## src/rtl/bcd_counter_pkg.sv

```systemverilog
// Shared types, active-low 7-segment codes and BCD helpers for the N-digit counter.
package bcd_counter_pkg;

    typedef logic [3:0] bcd_t;

    localparam logic [6:0] SEG_0     = 7'b1000000;
    localparam logic [6:0] SEG_1     = 7'b1111001;
    localparam logic [6:0] SEG_2     = 7'b0100100;
    localparam logic [6:0] SEG_3     = 7'b0110000;
    localparam logic [6:0] SEG_4     = 7'b0011001;
    localparam logic [6:0] SEG_5     = 7'b0010010;
    localparam logic [6:0] SEG_6     = 7'b0000010;
    localparam logic [6:0] SEG_7     = 7'b1111000;
    localparam logic [6:0] SEG_8     = 7'b0000000;
    localparam logic [6:0] SEG_9     = 7'b0010000;
    localparam logic [6:0] SEG_BLANK = 7'b1111111;

    function automatic bcd_t bcd_sat(input bcd_t d);
        return (d > 4'd9) ? 4'd9 : d;
    endfunction

endpackage

```

## src/rtl/seg7_decoder.sv

```systemverilog
// One BCD digit to active-low 7-segment pattern (bit0=a .. bit6=g); non-decimal codes blank.
module seg7_decoder
    import bcd_counter_pkg::*;
(
    input  bcd_t       bcd_i,
    output logic [6:0] seg_o
);

    always_comb begin
        seg_o = SEG_BLANK;
        case (bcd_i)
            4'd0: seg_o = SEG_0;
            4'd1: seg_o = SEG_1;
            4'd2: seg_o = SEG_2;
            4'd3: seg_o = SEG_3;
            4'd4: seg_o = SEG_4;
            4'd5: seg_o = SEG_5;
            4'd6: seg_o = SEG_6;
            4'd7: seg_o = SEG_7;
            4'd8: seg_o = SEG_8;
            4'd9: seg_o = SEG_9;
            default: seg_o = SEG_BLANK;
        endcase
    end

endmodule

```

## src/rtl/bcd_counter_ndigit.sv

```systemverilog
// N-digit BCD up/down counter with prescaler, clear/load, wrap pulse and 7-segment drive.
// Optional leading-zero blanking: define BCD_COUNTER_LEADING_ZERO_BLANK_EN.
module bcd_counter_ndigit
    import bcd_counter_pkg::*;
#(
    parameter int NDIG        = 4,
    parameter int CLK_FREQ_HZ = 50_000_000,
    parameter int TICK_HZ     = 10
) (
    input  logic              clock,
    input  logic              reset,
    input  logic              enable,
    input  logic              up_down,
    input  logic              clear,
    input  logic              load,
    input  logic [4*NDIG-1:0] load_value,
    output logic [4*NDIG-1:0] digits,
    output logic [7*NDIG-1:0] segments,
    output logic              tick,
    output logic              wrap
);

    localparam int DIV = CLK_FREQ_HZ / TICK_HZ;
    localparam int PW  = (DIV > 1) ? $clog2(DIV) : 1;
    localparam logic [PW-1:0] PRE_LAST = PW'(DIV - 1);

    generate
        if (DIV < 1 || NDIG < 1 || NDIG > 8) begin : g_bad_cfg
            $error("bcd_counter_ndigit: need CLK_FREQ_HZ/TICK_HZ >= 1 and NDIG in 1..8");
        end
    endgenerate

    logic [PW-1:0]   pre_q, pre_d;
    bcd_t [NDIG-1:0] dig_q, dig_d;
    bcd_t [NDIG-1:0] inc, dec, ldv;
    logic            tick_q, tick_d, wrap_q, wrap_d;
    logic            step, cy, bw;

    assign step = enable && (pre_q == PRE_LAST);

    // Ripple carry/borrow across digits; carry out of the top digit is the wrap.
    always_comb begin
        cy = 1'b1;
        bw = 1'b1;
        for (int i = 0; i < NDIG; i++) begin
            inc[i] = dig_q[i];
            dec[i] = dig_q[i];
            ldv[i] = bcd_sat(load_value[4*i +: 4]);
            if (cy) begin
                if (dig_q[i] == 4'd9) inc[i] = 4'd0;
                else begin
                    inc[i] = dig_q[i] + 4'd1;
                    cy     = 1'b0;
                end
            end
            if (bw) begin
                if (dig_q[i] == 4'd0) dec[i] = 4'd9;
                else begin
                    dec[i] = dig_q[i] - 4'd1;
                    bw     = 1'b0;
                end
            end
        end
    end

    always_comb begin
        pre_d  = pre_q;
        dig_d  = dig_q;
        tick_d = 1'b0;
        wrap_d = 1'b0;
        if (enable) pre_d = step ? '0 : pre_q + PW'(1);
        if (clear) begin
            dig_d = '0;
            pre_d = '0;
        end else if (load) begin
            dig_d = ldv;
        end else if (step) begin
            dig_d  = up_down ? inc : dec;
            tick_d = 1'b1;
            wrap_d = up_down ? cy : bw;
        end
    end

    always_ff @(posedge clock or negedge reset) begin
        if (!reset) begin
            pre_q  <= '0;
            dig_q  <= '0;
            tick_q <= 1'b0;
            wrap_q <= 1'b0;
        end else begin
            pre_q  <= pre_d;
            dig_q  <= dig_d;
            tick_q <= tick_d;
            wrap_q <= wrap_d;
        end
    end

    assign digits = dig_q;
    assign tick   = tick_q;
    assign wrap   = wrap_q;

    logic [NDIG-1:0] lit;
`ifdef BCD_COUNTER_LEADING_ZERO_BLANK_EN
    logic seen;
    // Scan from the top: a digit is lit once any digit at or above it is non-zero; digit 0 always lit.
    always_comb begin
        seen = 1'b0;
        lit  = '0;
        for (int i = NDIG - 1; i >= 0; i--) begin
            seen   = seen | (dig_q[i] != 4'd0);
            lit[i] = seen || (i == 0);
        end
    end
`else
    assign lit = '1;
`endif

    logic [NDIG-1:0][6:0] seg_raw;

    generate
        for (genvar g = 0; g < NDIG; g++) begin : g_dig
            seg7_decoder u_dec (
                .bcd_i (dig_q[g]),
                .seg_o (seg_raw[g])
            );
            assign segments[7*g +: 7] = lit[g] ? seg_raw[g] : SEG_BLANK;
        end
    endgenerate

endmodule

```

## config.mk

```make
export PLATFORM = sky130hd
export DESIGN_NAME = bcd_counter_ndigit
export DESIGN_NICKNAME = d
export VERILOG_FILES = /design/src/rtl/bcd_counter_pkg.sv /design/src/rtl/seg7_decoder.sv /design/src/rtl/bcd_counter_ndigit.sv
export SDC_FILE = /design/constraint.sdc
export NUM_CORES = 1
export LEC_CHECK = 0
export ABC_AREA = 1
export CORE_ASPECT_RATIO = 0.5
export CORE_MARGIN = 8
export CORE_UTILIZATION = 35
export DETAILED_ROUTE_END_ITERATION = 12
export SLEW_MARGIN = 30
export SYNTH_ARGS = -nofsm -noshare
export SYNTH_HDL_FRONTEND = slang
export SYNTH_HIERARCHICAL = 1
export SYNTH_SLANG_ARGS = --single-unit
```

## constraint.sdc

```tcl
create_clock -name clock -period 2 [get_ports clock]
set_input_delay 0.5 -clock clock [delete_from_list [all_inputs] [get_ports clock]]
set_output_delay 0.5 -clock clock [all_outputs]
set_load 0.005 [all_outputs]
```

==> results of run 1 <==
[power by group]
part           internal (mW)  switching, mW
Sequential             0.886         0.0702
Clock                  0.464          0.365
Combinational          0.595          0.675
Total                   1.94           1.11
[registers in the layout (all words and copies together) (netlist names)]
register,flops
digits,16
tick,1
wrap,1
pre_q,23
[through the flow]
stage | util, % | area [um^2] | power [mW] | setup slack [ps]
final | 50.8 | 5510 | 3.05 | 61.5
after global placement | 46.1 | 5000 | 2.14 | -76.5
after detailed placement | 46.1 | 5000 | 2.14 | -109
after floorplan | - | 3850 | 1.55 | 363
after global routing | 50.8 | 5510 | 3.29 | -31.4
after CTS | 48.6 | 5270 | 2.98 | -79.8
[kinds of logic after synthesis]
family                   after synthesis  synth area share (%)
AO/OA/AOI/OAI                         72                  11.2
XOR/XNOR                               3                 0.683
adder cells (fa/ha/maj)               30                  9.75
buffers and inverters                 94                  9.53
flip-flops                            41                  26.7
AND/OR/NAND/NOR                      372                  42.1
[final cells by class]
type                       count  area, um^2  share of cell area, %
clock inverter                 2        15.0                  0.273
sequential                    41        1030                   18.7
inverter                      85         338                   6.13
timing repair buffer         129        1090                   19.7
tap                          145         181                   3.29
clock buffer                   6         129                   2.34
multi-input combinational    477        2730                   49.5
[how the worst max path moves through the flow]
| stage | from | to | cells after the start |
|---|---|---|---|
| 2_1_floorplan | digits[8] | segments[17] | 5 |
| 3_3_place_gp | enable | digits[12] | 11 |
| 3_5_place_dp | enable | pre_q[13] | 9 |
| 4_1_cts | digits[4] | segments[12] | 8 |
| 5_1_grt | digits[4] | digits[5] | 13 |
| 6_report | digits[4] | segments[10] | 8 |
[routing by layer]
layer	wire length, um	up-vias
li1	-	2224
met1	5210	1974
met2	5640	53
met3	340	8
met4	104	0
met5	0	-
[cell usage in the layout, fill, tap and decap left out, types with 3 or more instances in the layout]
master and count:
nand2_4 3, o22ai_1 3, nor3_1 4, clkdlybuf4s15_1 3
a21oi_1 18, nor3b_1 3, o21ai_0 24, o211ai_1 5
nor2_4 4, o21bai_1 3, dlygate4sd2_1 6, inv_2 18
nand3_1 66, nand4_1 12, nand2_1 170, nand3_2 6
dfrtp_2 4, o21ai_2 8, nand2_2 17, dfrtp_1 37
nor2_1 72, ha_4 10, clkinvlp_4 3, o21ai_4 4
inv_1 60, inv_4 4, nor2_2 8, clkbuf_2 10
clkdlybuf4s50_1 35, buf_4 49, buf_2 12, buf_6 11
ha_1 18, clkbuf_16 5
[timing repair]
action / in CTS / in global routing
buffers inserted: 16 / 5
endpoints found under the setup margin: 30 / 42
resized for setup: 92 / 92
pin swaps: 3 / 11
==> key figures, run 1 <==
Outcome
  – Run status: finished, final reports clean

Clock network
  – CTS tree: built
  – CTS Sinks: 41
  – Clock transition at path regs: approximately 70 ps
  – Total CTS buffers: 5
  – Max Buffers Root-to-Sink: 2
  – CTS Root Buffer Type: clkbuf_16
  – Worst-Skew Late Latency: 300 ps
  – H-tree depth: 2
  – Cts hold-fix bufs: 0

Place
  – Placed Cells incl. Taps: 860
  – Hpwl dp: 8.49 mm
  – I/O Buffers: 67
  – Placer congestion estimate: 0.861

Worst setup path
  – Worst r2r path cells: 13
  – Worst path bufs/invs: 4
  – CP max-delay cell: dfrtp_1
  – CP Data Arrival Time: between 1000 and 1500 ps
  – R2r setup slk: 130 ps
  – Top Family by Delay on Critical Path: buffers and inverters
  – Crit Path Class: flip-flop to output port
  – Worst-path maximum fanout: 4
  – RR Startpoint: digits[4]
  – Worst path cell trace: buf_4 -> buf_6 -> ha_2 -> inv_1 -> nand2_2 -> nand3_1 -> nand2_1 -> buf_2
  – Crit path capture type: output port
  – CP peak stage delay: 380 ps
  – Critical path launch point type: flip-flop
  – Reg-to-reg endpoint: digits[11]
  – CP required: 1500 ps

Yosys
  – Mapped Cells: 612
  – Ys Warns: 6
  – Yosys top cell area share: 26.7%
  – Asr flop ratio synth: between 90% and 100%
  – Mapped Area: 0.00385 mm^2
  – Yosys cell types: 38
  – Post-synth EDFFs: 0
  – Synth Flop Type: dfrtp_1
  – Synth Register Bits: 41
  – Cell with the most instances after synthesis: nand2_1
  – Mapped Nets: 664
  – Area leader, netlist: dfrtp_1
  – Top cells by area, synth: dfrtp_1 (27%), nand2_1 (18%), ha_1 (9.8%)
  – Register area share after synthesis: 26.7%
  – Synth top cells by count: nand2_1 (185), nor2_1 (75), inv_1 (74)
  – Syn Area/Cell: roughly 6.3 um^2

STA
  – Min Tclk post-route: 1940 ps
  – Crit share post-route: 96.9%
  – # setup viols final: 0
  – Max_slew headroom: 70.4%
  – Final Hold Vio Count: 0
  – Setup Skew: 7.30 ps
  – Hold WS: 142 ps
  – Worst-margin pin slew: 444 ps
  – Setup TNS Final: 0 ps
  – Fin. max-slew vios: 0
  – RSZ-0062 raised after global routing: true
  – Max Fclk: 516 MHz

Layout
  – Area growth syn-to-layout: 43.1%
  – Finished Layout Cells: 885
  – Diodes inserted: 0
  – Final net count: 791
  – Share of layout cells above drive strength 1: 24.7%
  – Fillers: 1106

Floorplan
  – Cell Rows: 27
  – Top-level I/O count: 68
  – Core area: roughly 0.011 mm^2
  – Die width: 164 um
  – DIE HEIGHT: 90.2 um
  – Total Die Area: 0.0148 mm^2
  – Initial Util: 35.5%

Detailed routing
  – DRC marker count from the first detailed-route iteration: roughly 190
  – Residual DRC: 0
  – DR pass1 iterations: 4
  – Vias: 4259
  – DR WL/cell: 12.8 um
  – Antenna Nets Post-Route: 0
  – Final WL: 11.3 mm
  – Via/cell ratio: 4.81

GRT
  – Global Route met2 Usage: a little over a quarter
  – Global-route wire length before repair: around 19 mm
  – Global route overflow: 0
  – GRT busiest layer: met2
  – Largest net degree at the start of global routing: 26
  – Vias in the first global route: 4214
  – Met3 GRT Util: 2.59%
  – Tot GR Track Use: approximately 15%
  – Met1 usage: 18.7%
  – Initial antenna violation count: 0

Pwr
  – Leak Pwr: 2.75 nW
  – Max VDD drop: between 0.3 and 0.4 mV
  – Pwr per Cell Area: 555 mW/mm^2

Worst hold path
  – Min-Delay Path Class: input pin to async pin

Job
  – Max-cap violations: 0
Power figures use the tool's default switching activity.
==> run 2, diff against run 1 <==
- CORE_ASPECT_RATIO: 0.5 -> not set
==> key figures, run 2 (synthesis results as in run 1) <==
GRT
  – Largest net degree at the start of global routing: 23 (-12%)
  – Global-route wire length before repair: 19.1 mm (-0.18%)
  – Global route overflow: 0 (unchanged)
  – Tot GR Track Use: 15.6% (+0.26 points)
  – Initial antenna violation count: 0 (unchanged)
  – Vias in the first global route: 4201 (-0.31%)

Pwr
  – Comb pwr share: 46.4% (+4.8 points)
  – Clock Power Share: 19.5% (-7.6 points)
  – Max VDD drop: 0.230 mV (-24%)
  – Int Power: 1.74 mW (-11%)
  – Leak Pwr: 2.78 nW (+1.2%)
  – P_sw: 1.05 mW (-5.1%)
  – Switch share: 37.7% (+1.4 points)
  – Pwr per Cell Area: 510 mW/mm^2 (-8.1%)
  – Register share of total power: 34.0% (+2.7 points)

STA
  – Setup ws final: -36.4 ps (-97.9 ps)
  – Setup Skew: 4.24 ps (-3.06 ps)
  – Min Tclk post-route: 2040 ps (+97.9 ps)
  – RSZ-0062 raised after global routing: true
  – Final Hold Vio Count: 0 (unchanged)
  – Crit share post-route: 102% (+4.9 points)
  – Max_slew headroom: 63.2% (-7.1 points)
  – Worst-margin pin slew: 551 ps (+107 ps)
  – Max Fclk: 491 MHz (-4.8%)
  – # setup viols final: 1 (+1)
  – Fin. max-slew vios: 0 (unchanged)
  – Setup TNS Final: -36.4 ps (-36.4 ps)

Layout
  – Area growth syn-to-layout: 42.4%
  – Final instance area: 0.00548 mm^2 (-0.50%)
  – Commonest non-fill, non-tap cells in the layout: nand2_1 (176), nor2_1 (70), nand3_1 (66)
  – Most common cell after layout, fill and taps aside: nand2_1
  – Diodes inserted: 0 (unchanged)
  – Share of layout cells above drive strength 1: 24.6% (-0.13 points)
  – Biggest register: pre_q
  – Largest register FFs: 23 (unchanged)
  – Final net count: 799 (+1.0%)

Detailed routing
  – Vias: 4445 (+4.4%)
  – Via/cell ratio: 5.01 (+4.0%)
  – DR pass1 iterations: 5 (+1)
  – Residual DRC: 0 (unchanged)
  – DR WL/cell: 13.5 um (+5.5%)
  – DRC marker count from the first detailed-route iteration: 190 (+2.7%)
  – Final WL: 12.0 mm (+5.8%)
  – Antenna Nets Post-Route: 0 (unchanged)

Clock network
  – Worst-Skew Late Latency: 300 ps (about the same)
  – CTS Root Buffer Type: clkbuf_8
  – Total CTS buffers: 5 (unchanged)
  – CTS Sinks: 41 (unchanged)
  – H-tree depth: 2 (unchanged)
  – Clock transition at path regs: 80 ps (about the same)
  – Cts hold-fix bufs: 0 (unchanged)
  – Max Buffers Root-to-Sink: 2 (unchanged)
  – CTS tree: built

Worst setup path
  – Worst-path maximum fanout: 3 (-1)
  – CP required: 1500 ps (about the same)
  – CP Data Arrival Time: 1540 ps (+100 ps)
  – Critical path launch point type: flip-flop
  – Crit path capture type: output port
  – Crit Path Class: flip-flop to output port

Place
  – I/O Buffers: 67 (unchanged)
  – Placer congestion estimate: 0.945 (+9.8%)
  – Area after DPL: 0.00501 mm^2 (+0.28%)
  – Hpwl dp: 8.95 mm (+5.4%)

Floorplan
  – Initial Util: 35.7% (+0.17 points)
  – Cell Rows: 38 (+41%)
  – Die width: 121 um (-26%)
  – Total Die Area: 0.0146 mm^2 (-1.4%)
  – DIE HEIGHT: 121 um (+34%)
  – Core area: 0.0108 mm^2 (-0.47%)
  – Top-level I/O count: 68 (unchanged)

Worst hold path
  – Min-Delay Path Class: input pin to async pin

Outcome
  – Run status: finished, violations left
  – Failing checks: setup timing

Job
  – Max-cap violations: 0 (unchanged)
[run 2: final timing paths]
kind	end	startpoint	slack, ps	cells past startpoint
worst max register to register	digits[11]	digits[4]	130	13
worst min register to register	pre_q[1]	pre_q[1]	520	2
worst min-delay path	pre_q[22]	reset	170	1
min in group clock	pre_q[1]	pre_q[1]	520	2
max in group asynchronous	digits[6]	reset	1310	2
worst max-delay path	segments[10]	digits[4]	-40	8
[run 2: what timing repair did]
| item | in CTS | in global routing |
|---|---|---|
| setup endpoints to repair | 31 | 41 |
| buffers inserted | 15 | 11 |
| hold endpoints to repair | 0 | 0 |
| pin swaps | 5 | 13 |
| resized for setup | 112 | 67 |
[run 2: area by class of cell]
type                       instances  area [um^2]
clock buffer                       8         80.1
sequential                        41         1030
multi-input combinational        477         2690
tap                              140          175
fill                            1074         5310
timing repair buffer             137         1160
inverter                          85          340
[run 2: worst max-delay path, stage by stage (launching register included)]
cell	delay, ps
dfrtp_1	390
inv_2	60
buf_6	120
ha_4	260
nand2_4	50
buf_6	120
nand3_2	60
nand2_1	50
buf_2	130
[run 2: layer usage]
metal  global-route usage, %  part of all wire [%]  vias to the layer above
met5                       0                     0                        -
met4                    4.45                   1.3                        0
met3                    2.56                   5.6                       16
met2                    28.5                    52                      131
met1                    18.1                    42                     2061
li1                        -                     -                     2237
[run 2: power by group through the flow]
stage | logic, mW | registers, mW | clock network (mW)
floorplan | 0.555 | 0.992 | 0
detailed placement | 1.20 | 0.961 | 0
global placement | 1.18 | 0.960 | 0
global route | 1.45 | 0.962 | 0.595
finish | 1.30 | 0.951 | 0.545
CTS | 1.20 | 0.956 | 0.565
[run 2: per-stage QoR]
stage               hold slack (ps)  std cells  total power [mW]  utilization, %  setup slack (ps)
finish                          175        888              2.79            50.8             -36.4
global route                    215        888              3.00            50.8              -107
CTS                             191        879              2.72            48.8             -46.1
detailed placement              510        856              2.16            46.4             -64.3
global placement                510        856              2.14            46.4             -34.5
floorplan                       204        612              1.55               -               363
==> run 3, diff against run 2 <==
- clock period: 2 -> 2.4 ns (I/O delays scaled with it)
==> key figures, run 3 (synthesis results as in run 1) <==
Detailed routing
  – Vias: 4186 (-5.8%)
  – Residual DRC: 0 (unchanged)
  – Via/cell ratio: 4.94 (-1.3%)
  – Final WL: 11.0 mm (-7.9%)
  – DR WL/cell: 13.0 um (-3.4%)
  – Antenna Nets Post-Route: 0 (unchanged)
  – DR pass1 iterations: 4 (-1)
  – DRC marker count from the first detailed-route iteration: 210 (+11%)

Worst setup path
  – RR Startpoint: digits[0]
  – CP Data Arrival Time: 1690 ps (+150 ps)
  – Worst path cell trace: buf_4 -> o21ai_2 -> nand2_1 -> clkdlybuf4s50_1
  – Worst r2r path cells: 13 (unchanged)
  – Worst path bufs/invs: 2 (-2)
  – CP max-delay cell: clkdlybuf4s50_1
  – Crit path capture type: output port
  – CP peak stage delay: 460 ps (+70 ps)
  – Worst-path maximum fanout: 6 (+3)
  – Top Family by Delay on Critical Path: buffers and inverters
  – Reg-to-reg endpoint: digits[7]
  – R2r setup slk: 340 ps (+210 ps)
  – Crit Path Class: flip-flop to output port
  – Critical path launch point type: flip-flop
  – CP required: 1800 ps (+300 ps)

Pwr
  – P_sw: 802 uW (-24%)
  – Clock Power Share: 24.1% (+4.6 points)
  – Pwr per Cell Area: 455 mW/mm^2 (-11%)
  – Switch share: 35.0% (-2.7 points)
  – Comb pwr share: 40.7% (-5.7 points)
  – Leak Pwr: 2.68 nW (-3.6%)
  – Register share of total power: 35.2% (+1.2 points)
  – Int Power: 1.49 mW (-14%)
  – Max VDD drop: 0.322 mV (+40%)

STA
  – Max Fclk: 437 MHz
  – Max_slew headroom: 63.6% (+0.34 points)
  – Fin. max-slew vios: 0 (unchanged)
  – RSZ-0062 raised after global routing: false
  – Setup Skew: 6.17 ps (+1.93 ps)
  – Worst-margin pin slew: 546 ps (-5.18 ps)
  – Hold WS: 370 ps (+196 ps)
  – Min Tclk post-route: between 2000 and 2500 ps
  – # setup viols final: 0 (-1)
  – Final Hold Vio Count: 0 (unchanged)
  – Setup TNS Final: 0 ps (+36.4 ps)
  – Crit share post-route: roughly 95%

Place
  – Hpwl dp: 8.60 mm (-3.9%)
  – I/O Buffers: 67 (unchanged)
  – Placer congestion estimate: 0.888 (-6.0%)
  – Area after DPL: 0.00481 mm^2 (-4.1%)
  – Placed Cells incl. Taps: 832 (-2.8%)

Clock network
  – Worst-Skew Late Latency: 300 ps (about the same)
  – CTS tree: built
  – CTS Root Buffer Type: clkbuf_8
  – Max Buffers Root-to-Sink: 2 (unchanged)
  – Total CTS buffers: 5 (unchanged)
  – CTS Sinks: 41 (unchanged)
  – Clock transition at path regs: 80 ps (about the same)
  – H-tree depth: 2 (unchanged)

Layout
  – Biggest register: pre_q
  – Multi-input logic area: 0.00246 mm^2 (-8.5%)
  – Final instance area: 0.00504 mm^2 (-8.1%)
  – Final net count: 759 (-5.0%)
  – Area growth syn-to-layout: 30.9%
  – Largest register FFs: 23 (unchanged)
  – Finished Layout Cells: 847 (-4.6%)
  – Share of layout cells above drive strength 1: 12.2% (-12 points)
  – Most common cell after layout, fill and taps aside: nand2_1
  – Commonest non-fill, non-tap cells in the layout: nand2_1 (185), nor2_1 (75), nand3_1 (71)
  – Reg area: 0.00103 mm^2 (+0.12%)
  – Fillers: 1127 (+4.9%)
  – Diodes inserted: 0 (unchanged)

GRT
  – Vias in the first global route: 4066 (-3.2%)
  – Tot GR Track Use: 15.4% (-0.21 points)
  – Largest net degree at the start of global routing: 42 (+83%)
  – Initial antenna violation count: 0 (unchanged)
  – Global-route wire length before repair: 18.9 mm (-0.94%)
  – Global route overflow: 0 (unchanged)

Job
  – Max-cap violations: 0 (unchanged)

Floorplan
  – Cell Rows: 38 (unchanged)
  – Initial Util: 35.7% (unchanged)
  – Die width: 121 um (unchanged)
  – DIE HEIGHT: 121 um (unchanged)
  – Total Die Area: 0.0146 mm^2 (unchanged)
  – Top-level I/O count: 68 (unchanged)
  – Core area: 0.0108 mm^2 (unchanged)

Outcome
  – Run status: finished, final reports clean

Worst hold path
  – Min-Delay Path Class: input pin to async pin
==> run 3: worst max-delay path by stage <==
stage / from / endpoint / cells after the start
after floorplan: digits[8] / segments[17] / 5
after global placement: enable / pre_q[13] / 9
after detailed placement: enable / pre_q[13] / 9
after CTS: digits[4] / segments[10] / 6
after global routing: digits[1] / segments[2] / 4
final: digits[1] / segments[2] / 4
==> run 3: layout make-up <==
| class | count | share of cell area (%) |
|---|---|---|
| multi-input combinational | 477 | 48.9 |
| sequential | 41 | 20.5 |
| timing repair buffer | 97 | 18.7 |
| inverter | 85 | 6.34 |
| tap | 140 | 3.48 |
| clock buffer | 5 | 1.37 |
| clock inverter | 2 | 0.696 |
==> run 3: repair_timing <==
action / CTS / global route
buffers inserted: 5 / 3
endpoints found under the setup margin: 11 / 21
hold buffers: 0 / 0
gates resized for setup: 6 / 31
==> run 3: routing by layer <==
layer	vias up	global-route usage (%)	wire, um
met2	82	27.6	5470
met5	-	0	0
met1	1936	18.6	4940
met3	15	2.61	476
met4	0	3.36	127
li1	2153	-	-
==> run 3: power by group through the flow <==
stage	sequential (mW)	clock [mW]	combinational [mW]
after CTS	0.804	0.569	0.950
after global placement	0.818	0	0.919
final	0.807	0.552	0.933
after floorplan	0.827	0	0.462
after detailed placement	0.820	0	0.930
after global routing	0.818	0.595	1.06
==> run 3: stage by stage <==
stage / util [%] / setup WS (ps) / power [mW]
floorplan: - / 663 / 1.29
global placement: 44.5 / 230 / 1.74
detailed placement: 44.5 / 195 / 1.75
CTS: 45.9 / 0.915 / 2.32
global route: 46.7 / 1.69 / 2.48
finish: 46.7 / 113 / 2.29
